`src/rtl/lcd_page_scheduler_if.sv`:
```
// Character stream from the page scheduler to the LCD character writer.
// master offers ch_data/ch_pos under ch_valid; slave accepts with ch_ready.
interface lcd_page_scheduler_if;
  logic [7:0] ch_data;
  logic [4:0] ch_pos;
  logic       ch_valid;
  logic       ch_ready;

  modport master (
    output ch_data,
    output ch_pos,
    output ch_valid,
    input  ch_ready
  );

  modport slave (
    input  ch_data,
    input  ch_pos,
    input  ch_valid,
    output ch_ready
  );
endinterface

```
`src/rtl/lcd_page_scheduler.sv`:
```
// Snapshots one page of two 16-char strings and streams its 32 characters
// to the LCD writer on refresh ticks, manual page advance or auto-rotation.
module lcd_page_scheduler #(
  parameter int NPAGES      = 4,
  parameter int REFRESH_CYC = 1000000,
  parameter int AUTO_ROT    = 0,
  localparam int PW = (NPAGES > 1) ? $clog2(NPAGES) : 1
) (
  input  logic                   GCLK,
  input  logic                   RST,
  input  logic                   page_next,
  input  logic [NPAGES*256-1:0]  str_bus,
  lcd_page_scheduler_if.master   ch,
  output logic                   frame_done,
  output logic [PW-1:0]          page
);

  localparam int RW = $clog2(REFRESH_CYC);
  localparam int FW = (AUTO_ROT > 1) ? $clog2(AUTO_ROT) : 1;

  typedef enum logic [1:0] {
    IDLE,
    LATCH,
    SEND,
    DONE
  } state_t;

  state_t         state_q, state_d;
  logic           pend_q, pend_d;
  logic [RW-1:0]  rc_q, rc_d;
  logic [FW-1:0]  fc_q, fc_d;
  logic [PW-1:0]  page_q, page_d;
  logic [255:0]   snap_q, snap_d;
  logic [4:0]     idx_q, idx_d;
  logic           valid_q, valid_d;
  logic           done_q, done_d;

  logic           tick;
  logic           auto_adv;
  logic           adv;
  logic [PW-1:0]  page_inc;
  logic [255:0]   sel;

  always_comb begin
    sel = '0;
    for (int p = 0; p < NPAGES; p++) begin
      if (page_q == PW'(p)) sel = str_bus[256*p +: 256];
    end
  end

  assign page_inc = (page_q == PW'(NPAGES - 1)) ? '0 : page_q + PW'(1);

  always_comb begin
    tick = (rc_q == RW'(REFRESH_CYC - 1));
    rc_d = tick ? '0 : rc_q + RW'(1);
  end

  // frame_done pulses are counted; reaching AUTO_ROT behaves like page_next
  always_comb begin
    fc_d     = fc_q;
    auto_adv = 1'b0;
    if (AUTO_ROT > 0 && done_q) begin
      if (fc_q == FW'(AUTO_ROT - 1)) begin
        fc_d     = '0;
        auto_adv = 1'b1;
      end else begin
        fc_d = fc_q + FW'(1);
      end
    end
  end

  assign adv    = page_next | auto_adv;
  assign page_d = adv ? page_inc : page_q;

  always_comb begin
    state_d = state_q;
    pend_d  = pend_q | tick | adv;
    snap_d  = snap_q;
    idx_d   = idx_q;
    valid_d = valid_q;
    done_d  = 1'b0;
    unique case (state_q)
      IDLE: begin
        if (pend_q) begin
          state_d = LATCH;
          pend_d  = tick | adv;
        end
      end
      LATCH: begin
        snap_d  = sel;
        idx_d   = '0;
        valid_d = 1'b1;
        state_d = SEND;
      end
      SEND: begin
        // snapshot shifts left so the offered char is always the top byte
        if (ch.ch_ready) begin
          snap_d = {snap_q[247:0], 8'h00};
          idx_d  = idx_q + 5'd1;
          if (idx_q == 5'd31) begin
            valid_d = 1'b0;
            done_d  = 1'b1;
            state_d = DONE;
          end
        end
      end
      DONE: begin
        state_d = IDLE;
      end
      default: begin
        state_d = IDLE;
      end
    endcase
  end

  always_ff @(posedge GCLK) begin
    if (RST) begin
      state_q <= IDLE;
      pend_q  <= 1'b1;
      rc_q    <= '0;
      fc_q    <= '0;
      page_q  <= '0;
      snap_q  <= {8'h20, 248'h0};
      idx_q   <= '0;
      valid_q <= 1'b0;
      done_q  <= 1'b0;
    end else begin
      state_q <= state_d;
      pend_q  <= pend_d;
      rc_q    <= rc_d;
      fc_q    <= fc_d;
      page_q  <= page_d;
      snap_q  <= snap_d;
      idx_q   <= idx_d;
      valid_q <= valid_d;
      done_q  <= done_d;
    end
  end

  assign ch.ch_data  = snap_q[255:248];
  assign ch.ch_pos   = idx_q;
  assign ch.ch_valid = valid_q;
  assign frame_done  = done_q;
  assign page        = page_q;

endmodule
```
`src/flat_wrapper.sv`:
```
// flat-port wrapper written by rule: the top's interface ports become plain ports
module lcd_page_scheduler_flat 
#(
  parameter int NPAGES      = 4,
  parameter int REFRESH_CYC = 1000000,
  parameter int AUTO_ROT    = 0,
  localparam int PW = (NPAGES > 1) ? $clog2(NPAGES) : 1
)
  (GCLK, RST, page_next, str_bus, frame_done, page, ch_ch_data, ch_ch_pos, ch_ch_valid, ch_ch_ready);
  lcd_page_scheduler_if ch_i ();
  input  logic GCLK;
  input  logic RST;
  input  logic page_next;
  input  logic [NPAGES*256-1:0] str_bus;
  output logic frame_done;
  output logic [PW-1:0] page;
  output wire logic [$bits(ch_i.ch_data)-1:0] ch_ch_data;
  output wire logic [$bits(ch_i.ch_pos)-1:0] ch_ch_pos;
  output wire logic [$bits(ch_i.ch_valid)-1:0] ch_ch_valid;
  input wire logic [$bits(ch_i.ch_ready)-1:0] ch_ch_ready;
  assign ch_ch_data = ch_i.ch_data;
  assign ch_ch_pos = ch_i.ch_pos;
  assign ch_ch_valid = ch_i.ch_valid;
  assign ch_i.ch_ready = ch_ch_ready;
  lcd_page_scheduler #(.NPAGES(NPAGES), .REFRESH_CYC(REFRESH_CYC), .AUTO_ROT(AUTO_ROT)) u_core (.GCLK(GCLK), .RST(RST), .page_next(page_next), .str_bus(str_bus), .ch(ch_i), .frame_done(frame_done), .page(page));
endmodule
```
`config.mk`:
```
export PLATFORM = sky130hd
export DESIGN_NAME = lcd_page_scheduler_flat
export DESIGN_NICKNAME = d
export VERILOG_FILES = /design/src/rtl/lcd_page_scheduler_if.sv /design/src/rtl/lcd_page_scheduler.sv /design/src/flat_wrapper.sv
export SDC_FILE = /design/constraint.sdc
export NUM_CORES = 1
export LEC_CHECK = 0
export ABC_AREA = 1
export BUFFER_PORTS_ARGS = -buffer_cell sky130_fd_sc_hd__buf_2
export CAP_MARGIN = 20
export CORE_AREA = 3 3 404 406
export DETAILED_ROUTE_END_ITERATION = 6
export DIE_AREA = 0 0 407 409
export MAX_ROUTING_LAYER = met4
export SLEW_MARGIN = 30
export SYNTH_ARGS = -nofsm -noshare
export SYNTH_HDL_FRONTEND = slang
export SYNTH_SLANG_ARGS = --single-unit
```
`constraint.sdc`:
```
create_clock -name GCLK -period 5 [get_ports GCLK]
set_clock_uncertainty 0.1 [all_clocks]
set_input_delay 0.75 -clock GCLK [delete_from_list [all_inputs] [get_ports GCLK]]
set_output_delay 0.75 -clock GCLK [all_outputs]
set_load 0.05 [all_outputs]
```
# Word-level counts from Yosys, hierarchy flattened
# Cells that the tools add are included.
[word_totals]
elab_cells = 54
ramBits = 0
latchBits = 0
rom_bits = 0
n_memories = 0
register_bits = 288
output_inout_bits = 17
[op_classes]
shift = 0
reduce_logical = 8
mux = 19
bitwise = 5
div_mod_pow = 0
n_addsub = 3
order_cmp = 0
mul = 0
n_eq_ne = 11
[op_table]
columns = ["operator", "n"]
rows = [
  ["$mux W256", 5],
  ["$pmux W256 S2", 1],
  ["$add A20 B1 Y20 const B", 1],
  ["$eq A20 B20 Y1 const B", 1],
  ["$pmux W5 S2", 1],
  ["$eq A2 B2 Y1 const B", 4],
  ["$mux W2", 4],
  ["$pmux W2 S4", 1],
  ["$reduce_and A3 Y1", 2],
  ["$add A5 B1 Y5 const B", 1],
  ["$eq A5 B5 Y1 const B", 1],
  ["$mux W1", 5],
  ["$mux W5", 1],
  ["$eq A2 B1 Y1 const B", 2],
  ["$logic_not A2 Y1", 2],
  ["$ne A2 B1 Y1 const B", 2],
  ["$or A1 B1 Y1", 3],
  ["$reduce_or A3 Y1", 1],
  ["$add A2 B1 Y2 const B", 1],
  ["$ne A2 B2 Y1 const B", 1],
  ["$not A1 Y1", 2],
  ["$pmux W1 S2", 1],
  ["$reduce_and A2 Y1", 1],
  ["$reduce_bool A2 Y1", 1],
  ["$reduce_or A2 Y1", 1],
]

# Depth between registers and ports, before layout
# Gate-level depths: netlist of run 1.
[depth]
word_depth = 6
ltp_mapped = 13
depth_no_buf = 10

# Worst setup path after synthesis of run 1
# No wires, ideal clock.
[synth_path]
path_kind = "register -> register"
from = "reg u_core.page_q[0] (netlist: u_core.page[0])"
to = "reg u_core.snap_q[253]"
required_time_ps = 4788
setup_slack_ps = 2868
arrival_ps = 1920
stages_incl_launch_ff = 14
setup_ps = 112
path_cell_list = "dfxtp_1 inv_1 ha_1 buf_4 inv_2 nor2_8 buf_4 buf_4 nand2_1 nand2_1 o211ai_1 nand2_1 nand2_1 nand2_1"
[synth_via]
elab_chain_len = 6
word_cells_on_any_way = 9
cone_classes = "eq/ne (3); mux (5); reduce/logical (1)"
[synth_lines]
columns = ["element", "line", "source"]
rows = [
  ["from (decl)", "lcd_page_scheduler.sv:32", "logic [PW-1:0] page_q, page_d;"],
  ["from (signal assigned)", "lcd_page_scheduler.sv:132", "page_q <= page_d;"],
  ["$logic_not A2 Y1", "lcd_page_scheduler.sv:47", "if (page_q == PW'(p)) sel = str_bus[256*p +: 256];"],
  ["$mux W256 (3 in series)", "lcd_page_scheduler.sv:47", ""],
  ["$mux W256 *", "lcd_page_scheduler.sv:47", ""],
  ["$pmux W256 S2 *", "lcd_page_scheduler.sv:82", "unique case (state_q)"],
  ["to (signal assigned)", "lcd_page_scheduler.sv:123", "snap_q <= {8'h20, 248'h0};"],
  ["to (signal assigned)", "lcd_page_scheduler.sv:133", "snap_q <= snap_d;"],
  ["to (decl)", "lcd_page_scheduler.sv:33", "logic [255:0] snap_q, snap_d;"],
]
# Every way passes the cells marked *; elsewhere a longest branch is shown, timed or not.
# A chain may end at the register's enable or synchronous reset.

# Worst setup path in the final report of run 1
[layout_path]
from = "reg u_core.state_q[0]"
to = "reg u_core.snap_q[195]"
[layout_via]
elab_chain_len = 3
word_cells_on_any_way = 6
cone_classes = "eq/ne (3); mux (1); reduce/logical (2)"
[layout_lines]
columns = ["element", "line", "source"]
rows = [
  ["from (decl)", "lcd_page_scheduler.sv:28", "state_t state_q, state_d;"],
  ["from (signal assigned)", "lcd_page_scheduler.sv:128", "state_q <= state_d;"],
  ["$eq A2 B2 Y1 or $eq A2 B1 Y1 (tied branches)", "lcd_page_scheduler.sv:82", ""],
  ["$ne A2 B2 Y1 (no source line) or $reduce_bool A2 Y1 (tied branches)", "-", ""],
  ["$reduce_and A2 Y1 (no source line)", "-", ""],
]
# Several ways; a longest one is shown, not always the timed one.

==> flow_summary_export.csv, run 1 <==
group,metric,value,unit
floorplanning,die_h,409,um
pwr,power_frac_clock,25.3,%
timing,tightest_slew,0.8503,ns
synth,synth-seq-area-share,26.60,%
clock_tree,root_buffer,"clkbuf_16",
floorplanning,start_util,13.53,%
pwr,swShare,46.09,%
drt,drt_iter0_markers,2382,
worst_setup_path,cp.arrival,3.50,ns
grt,antenna_found_initial,140,
timing,min_period,3.088,ns
floorplanning,fp.dieW,407,um
floorplanning,core,160200,um^2
clock_tree,cts_tree,"yes",
timing,max-slew-margin-rel,43.32,%
timing,finalHoldViolCount,0,
clock_tree,clockBufferDepth,3,
worst_hold_path,min_from,"page_next",
final_layout,layout_common_cells,"nand2_1 (1322), buf_2 (1044), nor2_1 (549)",
drt,routed_wl,158.4,mm
synth,synthCells,3854,
clock_tree,clk-insertion-delay-late,0.61,ns
worst_setup_path,worstSetupPathType,"reg -> reg",
clock_tree,htreeDepth,2,
clock_tree,hold_buffers,0,
synth,avgSynthCellArea,5.624,um^2
drt,ant_nets,0,
grt,grt_overflow,0,
synth,synthDistinctLibCells,32,
flow_run,cap_violations,0,
grt,grt_max_degree,115,
synth,synth.area.top_cells,"dfxtp_1 (27%), nand2_1 (23%), a21oi_1 (12%)",
timing,setup_violations,0,
final_layout,nNetsFinal,5704,
outcome,status,"completed",
pwr,power,13.02,mW
final_layout,syn_to_final_growth,39.69,%
final_layout,stdcell_count,6917,
final_layout,multi_input_area,14320,um^2
worst_setup_path,r2r-start,"u_core.state_q[0]",
pwr,combPwrFrac,44.7,%
grt,grt_pass1_vias,27730,
place,dp.cells,6781,
timing,fin_tns_setup,0,ns
final_layout,regArea,5766,um^2
final_layout,layout_commonest_cell,"nand2_1",
synth,ys_ff_latch,288,
synth,ys.warnings.count,0,
timing,maxSlewViolCount,0,
final_layout,num-fill-cells,18750,
drt,drt_pass1_iterations,5,
grt,grt_pass1_wl,212.2,mm
worst_setup_path,end_kind,"register",
pwr,peakVddDrop,0.2404,mV
place,dp_worst_setup_slack,1.906,ns
grt,grt_usage,18.45,%
drt,routed_via_density,4.267,
worst_setup_path,worst_r2r_path_depth,7,
drt,routedWlPerCell,22.91,um
timing,fmax,0.3238,GHz
clock_tree,cts_sinks,288,
pwr,powerDensity,430.0,nW/um^2
pwr,p_seq_share,30.0,%
timing,rsz0062_at_grt,"no",
floorplanning,die_area,166500,um^2
synth,synth_top_area_cell,"dfxtp_1",
place,place.gp.congestion,0.9781,
clock_tree,cts_inserted_buffers,42,
clock_tree,cts_resized,0,
final_layout,final_util,18.90,%
worst_hold_path,hold_depth,2,
pwr,p_sw,6.000,mW
final_layout,drive_gt1_share,25.80,%
synth,synth.top_cell.area_share,26.60,%
place,io_buffer_count,1044,
worst_hold_path,hold_class,"in -> reg",
pwr,leakagePower,14.81,nW
drt,num_vias,29510,
place,place_hpwl,126.8,mm
synth,syn-cell-area,21670,um^2
floorplanning,rows,147,
floorplanning,io_pins,1045,
timing,layout_setup_ws,1.912,ns
worst_setup_path,path_max_fanout,106,
pwr,intPower,7.019,mW
worst_setup_path,critPathLaunch,"u_core.state_q[0]",
worst_setup_path,critPathLaunchType,"register",
worst_setup_path,required,5.41,ns
timing,fin_crit_sh,61.76,%
clock_tree,post_cts_buffers,0,
clock_tree,path_clk_slew,0.06,ns
drt,drcViolationCount,0,
synth,syn_nets,4893,
==> cell usage after synthesis <==
library cell / instances
clkbuf_2: 1
buf_1: 29
nand2_4: 1
o211ai_1: 1
xor2_1: 3
nand4_1: 2
o21ai_0: 516
nand3b_1: 5
nor2_2: 1
xnor2_1: 3
or2_0: 201
o221a_2: 1
nor3_1: 2
a21oi_1: 533
clkbuf_1: 162
buf_2: 83
or2_1: 9
nor2_8: 1
ha_1: 11
nand2_2: 3
o31a_1: 1
buf_6: 24
nand2_1: 1322
or2_2: 39
nand3_1: 13
buf_4: 20
a211oi_1: 2
o21ai_1: 1
inv_2: 4
dfxtp_1: 288
nor2_1: 549
inv_1: 23
==> per-stage QoR <==
stage | instance area, um^2 | hold slack [ns]
after CTS | 30130 | 0.2468
after detailed placement | 28630 | 0.3402
after global routing | 30210 | 0.2726
after floorplan | 21670 | 0.3175
after global placement | 28630 | 0.3282
final | 30280 | 0.3074
==> final timing paths <==
check                       endpoint  slack [ns]
setup reg to reg  u_core.snap_q[195]        1.91
hold reg to reg       u_core.rc_q[0]        0.35
hold / removal        u_core.page[0]        0.31
setup / recovery  u_core.snap_q[195]        1.91
==> registers in the layout, indices dropped and copies added (netlist names) <==
signal and flops:
u_core.ch.ch_pos 5, u_core.ch.ch_valid 1, u_core.frame_done 1, u_core.page 2, u_core.pend_q 1, u_core.rc_q 20, u_core.snap_q 256, u_core.state_q 2
==> worst max-delay path, cell delays in order (launching register included) <==
cell and delay [ns]:
dfxtp_1 0.31, inv_1 0.15, ha_4 0.43, nand2_8 0.28
nand2_8 0.62, buf_4 0.58, o21ai_0 0.20, a21oi_1 0.16
==> logic make-up after synthesis <==
| family | share of synthesized area [%] |
|---|---|
| and+or+nand+nor | 40.43 |
| AOI/OAI and AO/OA | 24.44 |
| buffers and inverters | 7.654 |
| DFF | 26.60 |
| adders and majority gates | 0.6350 |
| xor gates and xnor gates | 0.2425 |
==> power groups by stage <==
stage               Clock, mW  Sequential, mW  Combinational (mW)
CTS                      3.40            3.88                5.89
global placement            0            3.93                5.83
finish                   3.30            3.90                5.82
detailed placement          0            3.91                5.86
global route             3.48            3.99                6.52
floorplan                   0            3.63                3.60
==> final cells by class <==
type | instances | share of cell area (%)
Multi-Input combinational cell | 3220 | 47.31
Sequential cell | 288 | 19.04
Timing Repair Buffer | 1086 | 18.88
Tap cell | 2160 | 8.926
Clock buffer | 53 | 3.839
Clock inverter | 23 | 1.099
Antenna cell | 60 | 0.4959
Inverter | 27 | 0.4091
==> routing by layer <==
layer	track usage, %	routed length, um	up-vias
li1	-	-	14080
met1	22.13	66020	13800
met2	31.81	77460	1303
met3	2.467	8604	330
met4	5.774	6365	0
met5	-	0	-
No activity file was read; power rests on OpenSTA's default activity.
==> run 2, diff against run 1 <==
==> constraint.sdc (replaced) <==
create_clock -name GCLK -period 2.9 [get_ports GCLK]
set_clock_uncertainty 0.1 [all_clocks]
set_input_delay 0.435 -clock GCLK [delete_from_list [all_inputs] [get_ports GCLK]]
set_output_delay 0.435 -clock GCLK [all_outputs]
set_load 0.05 [all_outputs]
==> run 2 against run 1 <==
Combinational power rose by 80%. Core utilization grew 0.40 points. Clock power grew 63%. Global-route usage is 0.20 points higher. Flip-flop and latch count unchanged. Critical path depth rose by 3. Hold slack got worse by 0.20 ns. Total power is 74% higher. Routed wire length up 0.90%. Design area grew 2.1%. Critical endpoint is now u_core.snap_q[106].
==> flow_summary_export.csv, run 2 (synthesis results as in run 1) <==
group,metric,value,unit
clock_tree,cts_inserted_buffers,39,
timing,rsz0062_at_grt,"no",
drt,drcViolationCount,0,
grt,grt_overflow,0,
place,place_area,29370,um^2
floorplanning,die_area,166500,um^2
grt,grt_max_degree,121,
clock_tree,path_clk_slew,0.06,ns
worst_setup_path,cp.arrival,2.92,ns
clock_tree,clk-insertion-delay-late,0.60,ns
grt,grt_pass1_wl,214.2,mm
clock_tree,clockBufferDepth,3,
timing,fmax,0.4019,GHz
pwr,leakagePower,15.16,nW
final_layout,layout_commonest_cell,"nand2_1",
worst_hold_path,hold_class,"in -> reg",
pwr,peakVddDrop,0.3401,mV
drt,drt_pass1_iterations,6,
timing,max-slew-margin-rel,46.69,%
clock_tree,htreeDepth,2,
place,dp_worst_setup_slack,0.4592,ns
pwr,powerDensity,732.6,nW/um^2
drt,ant_nets,0,
timing,maxSlewViolCount,0,
timing,layout_setup_ws,0.4118,ns
final_layout,regMostFlops,"u_core.snap_q",
place,dp.cells,6848,
final_layout,nNetsFinal,5770,
timing,fin_crit_sh,85.80,%
final_layout,drive_gt1_share,26.80,%
drt,routed_wl,159.9,mm
floorplanning,rows,147,
clock_tree,cts_tree,"yes",
floorplanning,core,160200,um^2
clock_tree,cts_resized,0,
final_layout,syn_to_final_growth,42.64,%
timing,min_period,2.488,ns
worst_setup_path,worstSetupPathType,"reg -> reg",
worst_setup_path,required,3.33,ns
clock_tree,root_buffer,"clkbuf_16",
grt,antenna_found_initial,153,
pwr,power,22.65,mW
worst_setup_path,end_kind,"register",
place,io_buffer_count,1044,
flow_run,cap_violations,0,
drt,num_vias,30000,
grt,grt_pass1_vias,28360,
worst_setup_path,path_max_fanout,72,
floorplanning,fp.dieW,407,um
floorplanning,start_util,13.53,%
final_layout,layout_common_cells,"nand2_1 (1322), buf_2 (1044), nor2_1 (549)",
outcome,status,"completed",
timing,finalHoldViolCount,0,
timing,setup_violations,0,
drt,routed_via_density,4.305,
drt,routedWlPerCell,22.94,um
place,place.gp.congestion,0.9819,
final_layout,stdcell_count,6968,
clock_tree,cts_sinks,288,
grt,grt_usage,18.65,%
floorplanning,die_h,409,um
place,place_hpwl,131.5,mm
final_layout,stdcell_area,30920,um^2
timing,fin_tns_setup,0,ns
timing,tightest_slew,0.7996,ns
timing,hold_ws,0.1083,ns
floorplanning,io_pins,1045,
final_layout,final_util,19.30,%
worst_setup_path,critPathLaunchType,"register",
drt,drt_iter0_markers,2494,
final_layout,largest_reg_flops,256,
run 2: final timing paths:
path	startpoint	to	slack (ns)	cells after the start
worst min register to register	u_core.rc_q[0]	u_core.rc_q[0]	0.35	1
worst min-delay path	str_bus[765]	u_core.snap_q[253]	0.11	5
worst max register to register	u_core.page[1]	u_core.snap_q[106]	0.41	10
worst max-delay path	u_core.page[1]	u_core.snap_q[106]	0.41	10
run 2: routing by layer:
metal / part of all wire (%) / vias up / track usage [%] / routed length [um]
met5: 0 / - / - / 0
met4: 4.5 / 0 / 6.603 / 7139
met2: 49 / 1440 / 31.94 / 78070
li1: - / 14200 / - / -
met3: 5.9 / 354 / 2.413 / 9363
met1: 41 / 14010 / 22.30 / 65300
run 2: cell type report:
type                    instances  area, um^2
fillers                     18770      129300
multi-input cells            3220       14320
repair buffers               1155        6476
flip-flops and latches        288        5766
well taps                    2160        2703
clock buffers                  49        1095
clock inverters                23       315.3
inverters                      27       123.9
diodes                         46       115.1
run 2: repair_timing:
item                                   4_1_cts  5_1_grt
setup buffers                                0        0
hold buffers                                 2        0
endpoints found under the hold margin        2        0
run 2: critical path: stages, from the launching register on:
cell	delay, ns
dfxtp_1	0.35
inv_1	0.15
ha_4	0.23
buf_12	0.32
buf_12	0.32
a21oi_1	0.19
nand2_1	0.12
nand2_1	0.06
nand2_1	0.17
nand2_1	0.09
a21oi_1	0.12
run 2: power by group:
part	total (mW)	switching, mW	internal (mW)
logic	10.5	7.05	3.47
registers	6.75	1.07	5.68
clock network	5.39	2.21	3.18
total	22.7	10.3	12.3
==> run 3, diff against run 2 <==
--- a/config.mk
+++ b/config.mk
@@ -5,12 +5,12 @@
 export SDC_FILE = /design/constraint.sdc
 export NUM_CORES = 1
 export LEC_CHECK = 0
-export ABC_AREA = 1
+export ABC_AREA = 0
 export BUFFER_PORTS_ARGS = -buffer_cell sky130_fd_sc_hd__buf_2
 export CAP_MARGIN = 20
-export CORE_AREA = 3 3 404 406
+export CORE_AREA = 3 3 410 412
 export DETAILED_ROUTE_END_ITERATION = 6
-export DIE_AREA = 0 0 407 409
+export DIE_AREA = 0 0 413 415
 export MAX_ROUTING_LAYER = met4
 export SLEW_MARGIN = 30
 export SYNTH_ARGS = -nofsm -noshare
==> run 3 against run 2 <==
Fmax fell by 10%. Critical path depth fell by 2. Count of clock-buffer cells in the layout rose by 8. Largest cell class unchanged. Sequential power rose by 9.5%. First-iteration DRC count rose by 12%. Core utilization fell by 1.1 points. Via count fell by 13%. Die area rose by 3.0%.
==> flow_summary_export.csv, run 3 <==
group,metric,value,unit
worst_setup_path,cp.arrival,3.17,ns
floorplanning,rows,149,
drt,routed_wl,155.0,mm
drt,num_vias,26220,
timing,finalHoldViolCount,0,
timing,tightest_slew,0.9617,ns
worst_setup_path,crit_family,"buffers and inverters",
synth,synthMuxAreaShare,0.2802,%
synth,synth-seq-area-share,30.74,%
clock_tree,htreeDepth,2,
synth,synth.top_cell.area_share,30.74,%
worst_setup_path,cp_common_cell,"buf_12",
drt,drcViolationCount,0,
clock_tree,cts_sinks,288,
floorplanning,start_util,11.38,%
pwr,power,23.03,mW
place,place_area,26910,um^2
synth,synth_edf_count,0,
floorplanning,core,164800,um^2
outcome,status,"completed",
synth,synth_ff_type,"dfxtp_1",
worst_setup_path,r2r-end,"u_core.snap_q[101]",
worst_setup_path,cp_slowest_cell,"ha_1",
flow_run,cap_violations,0,
floorplanning,io_pins,1045,
timing,rsz0062_at_grt,"no",
floorplanning,fp.dieW,413,um
final_layout,largest_reg_flops,256,
worst_setup_path,worstSetupPathType,"reg -> reg",
synth,avgSynthCellArea,7.469,um^2
floorplanning,die_area,171400,um^2
grt,antenna_found_initial,105,
drt,routed_via_density,4.473,
timing,layout_setup_ws,0.1203,ns
synth,ys.warnings.count,0,
timing,hold_ws,0.06472,ns
timing,fmax,0.3598,GHz
clock_tree,path_clk_slew,0.06,ns
timing,maxSlewViolCount,0,
drt,drt_pass1_iterations,6,
grt,grt_pass1_wl,203.2,mm
place,dp_worst_setup_slack,0.1136,ns
floorplanning,die_h,415,um
worst_setup_path,path_max_fanout,32,
place,place.gp.congestion,1.013,
worst_setup_path,endpoint,"u_core.snap_q[101]",
grt,grt_usage,17.48,%
worst_setup_path,ff2ff_setup_slack,0.12,ns
drt,drt_iter0_markers,2801,
synth,synthSimpleGateAreaFrac,27.05,%
synth,synthCells,2511,
synth,syn_nets,3550,
place,io_buffer_count,1044,
clock_tree,cts_inserted_buffers,40,
final_layout,layout_common_cells,"buf_2 (1043), dfxtp_1 (288), nor2_1 (282)",
worst_setup_path,r2r-start,"u_core.state_q[0]",
grt,grt_overflow,0,
drt,ant_nets,0,
final_layout,nNetsFinal,4625,
timing,setup_violations,0,
place,place_hpwl,128.6,mm
worst_setup_path,required,3.29,ns
worst_hold_path,hold_class,"in -> reg",
pwr,peakVddDrop,0.3800,mV
synth,synth_fa_ha_area_share,0.7339,%
synth,synth_top_family_by_area,"compound AO/OA/AOI/OAI gates",
synth,synthDistinctLibCells,39,
clock_tree,clk-insertion-delay-late,0.59,ns
final_layout,drive_gt1_share,34.50,%
place,dp.cells,5569,
drt,routedWlPerCell,26.43,um
clock_tree,cts_tree,"yes",
synth,synth_compound_area_share,33.61,%
worst_setup_path,crit_buf_inv,4,
final_layout,syn_to_final_growth,60.35,%
worst_setup_path,end_kind,"register",
synth,synth_top_area_cell,"dfxtp_1",
grt,grt_pass1_vias,24820,
timing,fin_crit_sh,95.85,%
synth,ys_ff_latch,288,
worst_setup_path,critPathLaunch,"u_core.state_q[0]",
worst_setup_path,worst_r2r_path_depth,8,
clock_tree,clockBufferDepth,3,
grt,grt_max_degree,131,
timing,fin_tns_setup,0,ns
final_layout,stdcell_area,30070,um^2
worst_hold_path,hold_depth,3,
synth,synth_most_common_cell,"dfxtp_1",
pwr,leakagePower,11.93,nW
worst_setup_path,max_stage_delay,0.40,ns
synth,syn-cell-area,18750,um^2
worst_setup_path,crit_cells,8,
synth,synthArstFlopShare,0,%
worst_setup_path,critPathLaunchType,"register",
pwr,powerDensity,765.7,nW/um^2
final_layout,final_util,18.25,%
final_layout,regMostFlops,"u_core.snap_q",
synth,synthXorXnorAreaFrac,0.7005,%
synth,synth.area.top_cells,"dfxtp_1 (31%), a221o_1 (13%), a311oi_1 (12%)",
worst_setup_path,crit_chain,"inv_1 -> ha_1 -> nor2_4 -> buf_12 -> buf_12 -> buf_4 -> nand3_1 -> a311oi_1",
timing,max-slew-margin-rel,35.89,%
timing,min_period,2.780,ns
synth,synth_commonest_cells,"dfxtp_1 (288), nor2_1 (283), nand3_1 (255)",
clock_tree,root_buffer,"clkbuf_16",
final_layout,layout_commonest_cell,"buf_2",
final_layout,stdcell_count,5863,
[run 3: cell count changes in the layout (fill, tap and decap cells not counted), moves of 11 or more]
cell	before	now
a21oi_1	533	25
a221o_1	0	248
a311oi_1	0	247
buf_4	76	94
diode_2	46	57
dlygate4sd3_1	2	163
nand2_1	1322	253
nand2b_1	0	247
nand3_1	13	255
nor2_1	549	282
o21ai_0	516	251
or2_0	201	0
or2_2	39	0
[run 3: how the worst min path moves through the flow]
stage	end	slack [ns]	start
finish	u_core.snap_q[98]	0.06	str_bus[866]
global route	u_core.snap_q[82]	0.02	str_bus[850]
CTS	u_core.snap_q[73]	0.003	str_bus[841]
detailed placement	u_core.pend_q	0.36	u_core.pend_q
global placement	u_core.pend_q	0.35	u_core.pend_q
floorplan	u_core.rc_q[0]	0.34	u_core.rc_q[0]
[run 3: area by class of cell]
class                   instances  area [um^2]
multi-input cells            1905        11780
clock buffers                  57         1157
fillers                     18840       134700
well taps                    2189         2739
repair buffers               1333         8220
diodes                         57        142.6
flip-flops and latches        288         5766
clock inverters                16        203.9
inverters                      18        67.56
[run 3: what timing repair did]
action / in CTS / in global routing
endpoints found under the setup margin: 0 / 1
hold buffers: 163 / 0
hold endpoints to repair: 163 / 0
setup buffers: 0 / 1
gates resized for setup: 0 / 0
[run 3: kinds of logic (layout without fill, tap and decap cells)]
family | after synthesis | in the layout
AND/OR/NAND/NOR | 1072 | 1072
XOR/XNOR | 15 | 15
flip-flops | 288 | 288
adder cells (fa/ha/maj) | 11 | 11
AO/OA/AOI/OAI | 802 | 802
other | 0 | 57
multiplexers | 5 | 5
buffers and inverters | 318 | 1424
[run 3: report_power, final]
part / internal, mW / total, mW / switching (mW)
combinational: 4.04 / 10.4 / 6.33
clock: 3.14 / 5.27 / 2.13
sequential: 5.87 / 7.39 / 1.52
total: 13.1 / 23.0 / 9.97
[run 3: layer usage]
layer  GRT usage (%)  up-vias  routed length [um]
met4           6.551        0                6473
met2           28.60     1526               73560
met5               -        -                   0
li1                -    11650                   -
met1           21.16    12800               62220
met3           3.367      247               12710
[run 3: worst reg2reg max path: stages, from the launching register on]
cell and delay, ns:
dfxtp_1 0.36, inv_1 0.10, ha_1 0.40, nor2_4 0.25
buf_12 0.19, buf_12 0.24, buf_4 0.33, nand3_1 0.31
a311oi_1 0.39
